File: src/rtl/boot_pkg.sv
// rtl/boot_pkg.sv - shared state, timing and opcode definitions for the boot sequencer
//
// Purpose : types and constants shared by boot_ctrl and the core decoder.
// Contents: boot_state_t (sequencer states), RELEASE_CYC_DEF (default core
//           reset hold after a load or re-run), OP_* (3-bit core opcodes).
package boot_pkg;

  typedef enum logic [2:0] {
    ST_IDLE    = 3'd0,
    ST_LOAD    = 3'd1,
    ST_RELEASE = 3'd2,
    ST_HOLD    = 3'd3,
    ST_RUN     = 3'd4,
    ST_DONE    = 3'd5,
    ST_ERR     = 3'd6
  } boot_state_t;

  localparam int RELEASE_CYC_DEF = 2;

  localparam logic [2:0] OP_LOAD  = 3'b000;
  localparam logic [2:0] OP_STORE = 3'b001;
  localparam logic [2:0] OP_MOVE  = 3'b010;
  localparam logic [2:0] OP_MAC   = 3'b011;

endpackage

File: src/rtl/boot_ctrl.sv
// rtl/boot_ctrl.sv - program-load and run sequencer for the RISC core
//
// Purpose : streams instructions into instruction memory from address 0 while
//           holding the core in reset, releases the core, gates execution and
//           stops the run when the PC passes the end of the loaded program.
// Ports   : clk, rst (async active-low)
//           load_start, run_req, halt_req     - host control
//           s_valid/s_ready/s_inst/s_last     - instruction stream
//           imem_wen/imem_addr/imem_wdata     - instruction memory write port
//           core_rst_n, core_en, core_pc      - core control / status
//           prog_len, busy, done, err         - status
module boot_ctrl
  import boot_pkg::*;
#(
  parameter int ISA_WIDTH       = 16,
  parameter int IMEM_ADDR_WIDTH = 5,
  parameter int RELEASE_CYC     = RELEASE_CYC_DEF
) (
  input  logic                       clk,
  input  logic                       rst,
  input  logic                       load_start,
  input  logic                       s_valid,
  output logic                       s_ready,
  input  logic [ISA_WIDTH-1:0]       s_inst,
  input  logic                       s_last,
  output logic                       imem_wen,
  output logic [IMEM_ADDR_WIDTH-1:0] imem_addr,
  output logic [ISA_WIDTH-1:0]       imem_wdata,
  output logic                       core_rst_n,
  output logic                       core_en,
  input  logic [IMEM_ADDR_WIDTH:0]   core_pc,
  input  logic                       run_req,
  input  logic                       halt_req,
  output logic [IMEM_ADDR_WIDTH:0]   prog_len,
  output logic                       busy,
  output logic                       done,
  output logic                       err
);

  localparam int DEPTH = 2 ** IMEM_ADDR_WIDTH;
  localparam int LW    = IMEM_ADDR_WIDTH + 1;
  localparam logic [IMEM_ADDR_WIDTH-1:0] IDX_MAX = IMEM_ADDR_WIDTH'(DEPTH - 1);
  // Counter is loaded with RELEASE_CYC-1 so RELEASE lasts exactly RELEASE_CYC cycles.
  localparam logic [3:0] REL_INIT = 4'(RELEASE_CYC - 1);

  boot_state_t                state_q, state_d;
  logic [IMEM_ADDR_WIDTH-1:0] idx_q, idx_d;
  logic [3:0]                 rel_q, rel_d;
  logic [LW-1:0]              len_d;
  logic                       wen_d, rstn_d, en_d, done_d, err_d;
  logic [IMEM_ADDR_WIDTH-1:0] addr_d;
  logic [ISA_WIDTH-1:0]       wdata_d;
  logic                       can_load;

  assign s_ready  = (state_q == ST_LOAD);
  assign busy     = (state_q == ST_LOAD) || (state_q == ST_RELEASE) || (state_q == ST_RUN);
  assign can_load = (state_q == ST_IDLE) || (state_q == ST_HOLD) ||
                    (state_q == ST_DONE) || (state_q == ST_ERR);

  always_ff @(posedge clk or negedge rst) begin
    if (!rst) begin
      state_q    <= ST_IDLE;
      idx_q      <= '0;
      rel_q      <= '0;
      prog_len   <= '0;
      imem_wen   <= 1'b0;
      imem_addr  <= '0;
      imem_wdata <= '0;
      core_rst_n <= 1'b0;
      core_en    <= 1'b0;
      done       <= 1'b0;
      err        <= 1'b0;
    end else begin
      state_q    <= state_d;
      idx_q      <= idx_d;
      rel_q      <= rel_d;
      prog_len   <= len_d;
      imem_wen   <= wen_d;
      imem_addr  <= addr_d;
      imem_wdata <= wdata_d;
      core_rst_n <= rstn_d;
      core_en    <= en_d;
      done       <= done_d;
      err        <= err_d;
    end
  end

  always_comb begin
    state_d = state_q;
    idx_d   = idx_q;
    rel_d   = rel_q;
    len_d   = prog_len;
    wen_d   = 1'b0;
    addr_d  = imem_addr;
    wdata_d = imem_wdata;
    rstn_d  = core_rst_n;
    en_d    = core_en;
    done_d  = done;
    err_d   = err;

    // load_start takes priority over run_req in every state that honours it.
    if (load_start && can_load) begin
      state_d = ST_LOAD;
      idx_d   = '0;
      len_d   = '0;
      done_d  = 1'b0;
      err_d   = 1'b0;
      rstn_d  = 1'b0;
      en_d    = 1'b0;
    end else begin
      unique case (state_q)
        ST_LOAD: begin
          if (s_valid) begin
            wen_d   = 1'b1;
            addr_d  = idx_q;
            wdata_d = s_inst;
            idx_d   = idx_q + 1'b1;
            if (s_last) begin
              len_d   = {1'b0, idx_q} + LW'(1);
              rel_d   = REL_INIT;
              state_d = ST_RELEASE;
            end else if (idx_q == IDX_MAX) begin
              len_d   = LW'(DEPTH);
              err_d   = 1'b1;
              state_d = ST_ERR;
            end
          end
        end
        ST_RELEASE: begin
          if (rel_q == '0) begin
            rstn_d  = 1'b1;
            state_d = ST_HOLD;
          end else begin
            rel_d = rel_q - 1'b1;
          end
        end
        ST_HOLD: begin
          if (run_req) begin
            en_d    = 1'b1;
            state_d = ST_RUN;
          end
        end
        ST_RUN: begin
          if (halt_req || (core_pc >= prog_len)) begin
            en_d    = 1'b0;
            done_d  = 1'b1;
            state_d = ST_DONE;
          end
        end
        ST_DONE: begin
          // Re-run pulses core reset again so the core restarts from PC 0.
          if (run_req) begin
            rstn_d  = 1'b0;
            done_d  = 1'b0;
            rel_d   = REL_INIT;
            state_d = ST_RELEASE;
          end
        end
        ST_IDLE, ST_ERR: begin
        end
        default: state_d = ST_IDLE;
      endcase
    end
  end

endmodule
File: config.mk
export PLATFORM = sky130hd
export DESIGN_NAME = boot_ctrl
export DESIGN_NICKNAME = d
export VERILOG_FILES = /design/src/rtl/boot_pkg.sv /design/src/rtl/boot_ctrl.sv
export SDC_FILE = /design/constraint.sdc
export NUM_CORES = 1
export LEC_CHECK = 0
export CAP_MARGIN = 20
export CORE_MARGIN = 1
export CORE_UTILIZATION = 40
export CTS_CLUSTER_DIAMETER = 60
export CTS_CLUSTER_SIZE = 25
export DETAILED_ROUTE_END_ITERATION = 12
export PLACE_DENSITY = 0.67
export SYNTH_ARGS = -nofsm -noshare
export SYNTH_HDL_FRONTEND = slang
export SYNTH_SLANG_ARGS = --single-unit
File: constraint.sdc
create_clock -name clk -period 3.95 [get_ports clk]
set_clock_uncertainty 0.15 [all_clocks]
set_input_delay 0.79 -clock clk [delete_from_list [all_inputs] [get_ports clk]]
set_output_delay 0.79 -clock clk [all_outputs]
set_load 0.01 [all_outputs]
==> metrics.txt <==
Hold Crit Class input port to async pin; count leader, synth nand2_1; Reg-to-Reg End idx_q[2]$_DFFE_PN0P_; prevailing post-synth register cell dfrtp_1; area grow syn2layout 34.35%; flop-to-flop setup slack 1430 ps; CTS tree done; first-pass GRT wire length 8.680 mm; unrepaired setup endpoints after global routing false; H-tree depth 2; post-layout util 57.57%; Tot Pwr 2025 uW; critical path's top delay family flip-flops; Worst Tran Pin Value 543.8 ps; synth top area cells dfrtp_1 (49%), nand2_1 (13%), ha_1 (5.0%), inv_1 (1.8%), buf_2 (1.8%); Crit path largest cell delay 580 ps; critical path arrival 2030 ps; hold_buf cts 0; DRT iter0 DRCs 131; mean post-synth cell area 9.034 um^2; hold slack 141.3 ps; post-synth top area share 48.75%; power density over the cells 667.6 mW/mm^2; highest-delay cell along the critical path dfrtp_1; Final Hold Viols 0; post-synth top area cell dfrtp_1; number of fill cells in the layout 504; initial antenna violation count 0; CP cell instances or3b_1 > o21ai_0 > clkdlybuf4s50_1; worst path required time 3010 ps; Ys Warns 0; final wirelength 4.924 mm; Yosys reg bits 44; Top Ports 63; WS Path Type flop to output port; DRC errors left 0; Final HPWL DP 3.436 mm; Final setup viols 0; Clock Path Buffers 2; Worst setup endpoint busy; critical-path maximum fanout 18; Worst slew margin 63.62%; Cell variety after synth 46; fraction of layout cells with a size suffix above 1 6.796%; Final #Nets 346; Clock Tree Root clkbuf_8; # clock sinks 44; Peak Freq 336.4 MHz; FFs w/ async S/R, synth 100.0%; Total GRT Usage 18.57%; number of routed nets with antenna violations 0; std cell rows 26; Final Max Slew Viols 0; status finished clean; grt ovf 0; Post-Syn Area 0.002258 mm^2; initial core utilization 42.85%; buffers plus inverters on the worst setup path 1; cts repair resizes 0; cell count after synthesis 250; Post-CTS Setup Repair Bufs 0; critical path depth in cells 3; Worst Setup Start Kind flop; DR vias/cell 5.061; Max VDD drop 0.3018 mV; Worst Setup SP state_q[0]$_DFFE_PN0P_; static leakage 0.001422 uW; chip width 77.14 um; # port buffers 62; Initial DRT Pass Iterations 4; Die H 77.14 um; DR WL/cell 12.99 um; RD Place Congestion 0.8311; vias in the first global route 1832; MaxCap Viol Count 0; Synthesized Nets 288; overall via count from detail_route 1918; Seq/Total Area, Yosys 48.75%; setup TNS 0 ps; TritonCTS buffer count 5; clock latency on the worst-skew pair 300 ps; CP endpoint kind output port; pin count of the biggest net entering global routing 45; RR Startpoint state_q[0]$_DFFE_PN0P_; R2R depth 6; Antenna Cells 0; Tmin final 2973 ps; Post-synth top cells nand2_1 (80), dfrtp_1 (44), inv_1 (11); Reg clk slew, reported paths 70 ps; EDFF count, synth 0; Tcrit/Tclk final 75.27%; Core ar. 0.005270 mm^2; Die Footprint 0.005951 mm^2
kinds of logic (layout without fill, tap and decap cells):
| family | Yosys count | after routing | share of synthesized area, % |
|---|---|---|---|
| AO/OA/AOI/OAI | 43 | 43 | 13.08 |
| XOR/XNOR | 5 | 5 | 2.549 |
| adder cells (fa/ha/maj) | 9 | 9 | 4.986 |
| buffers and inverters | 26 | 85 | 4.931 |
| flip-flops | 44 | 44 | 48.75 |
| multiplexers | 2 | 2 | 0.8865 |
| AND/OR/NAND/NOR | 121 | 121 | 24.82 |
cell type report:
| cell class | count | area, um^2 | area share (%) |
|---|---|---|---|
| Sequential cell | 44 | 1101 | 36.29 |
| Multi-Input combinational cell | 180 | 1046 | 34.47 |
| Timing Repair Buffer | 64 | 643.1 | 21.20 |
| Tap cell | 70 | 87.58 | 2.887 |
| Clock buffer | 6 | 72.57 | 2.392 |
| Inverter | 13 | 48.80 | 1.608 |
| Clock inverter | 2 | 35.03 | 1.155 |
layer usage:
layer	GRT usage (%)	routed length, um
met1	25.40	2330
met2	28.14	2238
met3	5.238	284
met4	6.226	71
met5	0	0
cell usage in the layout (no fill, tap or decap), drive strengths merged, types with 5 or more instances in the layout:
cell type / count
nand2: 81
clkdlybuf4s50: 61
dfrtp: 44
inv: 13
o21ai: 12
nor2: 11
ha: 9
a21oi: 7
nand3: 7
a31oi: 6
clkbuf: 6
nand2b: 5
worst reg2reg max path, cell delays in order, from the launching register on:
cell	delay, ps
dfrtp_1	690
nor3b_2	320
nand2_2	360
inv_2	560
nor2_2	120
o21ai_1	150
o21ai_1	70
where the power goes:
| part | internal (uW) | switching (uW) |
|---|---|---|
| clock | 188 | 150 |
| combinational | 485 | 460 |
| sequential | 605 | 138 |
worst min-delay path by stage:
stage / startpoint / to / slack [ps]
2_1_floorplan: rel_q[1]$_DFFE_PN0P_ / rel_q[1]$_DFFE_PN0P_ / 320
3_3_place_gp: imem_wdata[4]$_DFFE_PN0P_ / imem_wdata[4]$_DFFE_PN0P_ / 310
3_5_place_dp: imem_wdata[6]$_DFFE_PN0P_ / imem_wdata[6]$_DFFE_PN0P_ / 310
4_1_cts: imem_wdata[15]$_DFFE_PN0P_ / imem_wdata[15]$_DFFE_PN0P_ / 330
5_1_grt: rst / done$_DFFE_PN0P_ / 130
6_report: rst / core_rst_n$_DFFE_PN0P_ / 140
through the flow:
step / std cells / cell area, um^2 / setup slack [ps]
after floorplan: 250 / 2258 / 1795
after global placement: 370 / 2907 / 1142
after detailed placement: 370 / 2907 / 1116
after CTS: 378 / 3014 / 971.7
after global routing: 379 / 3034 / 875.5
final: 379 / 3034 / 976.9
flip-flops by register name, summed over array words and instances (netlist names):
signal / flops
state_q: 3
imem_wen: 1
done: 1
idx_q: 5
imem_addr: 5
imem_wdata: 16
prog_len: 6
rel_q: 4
core_rst_n: 1
err: 1
core_en: 1
(Power assumes the default switching activity.)
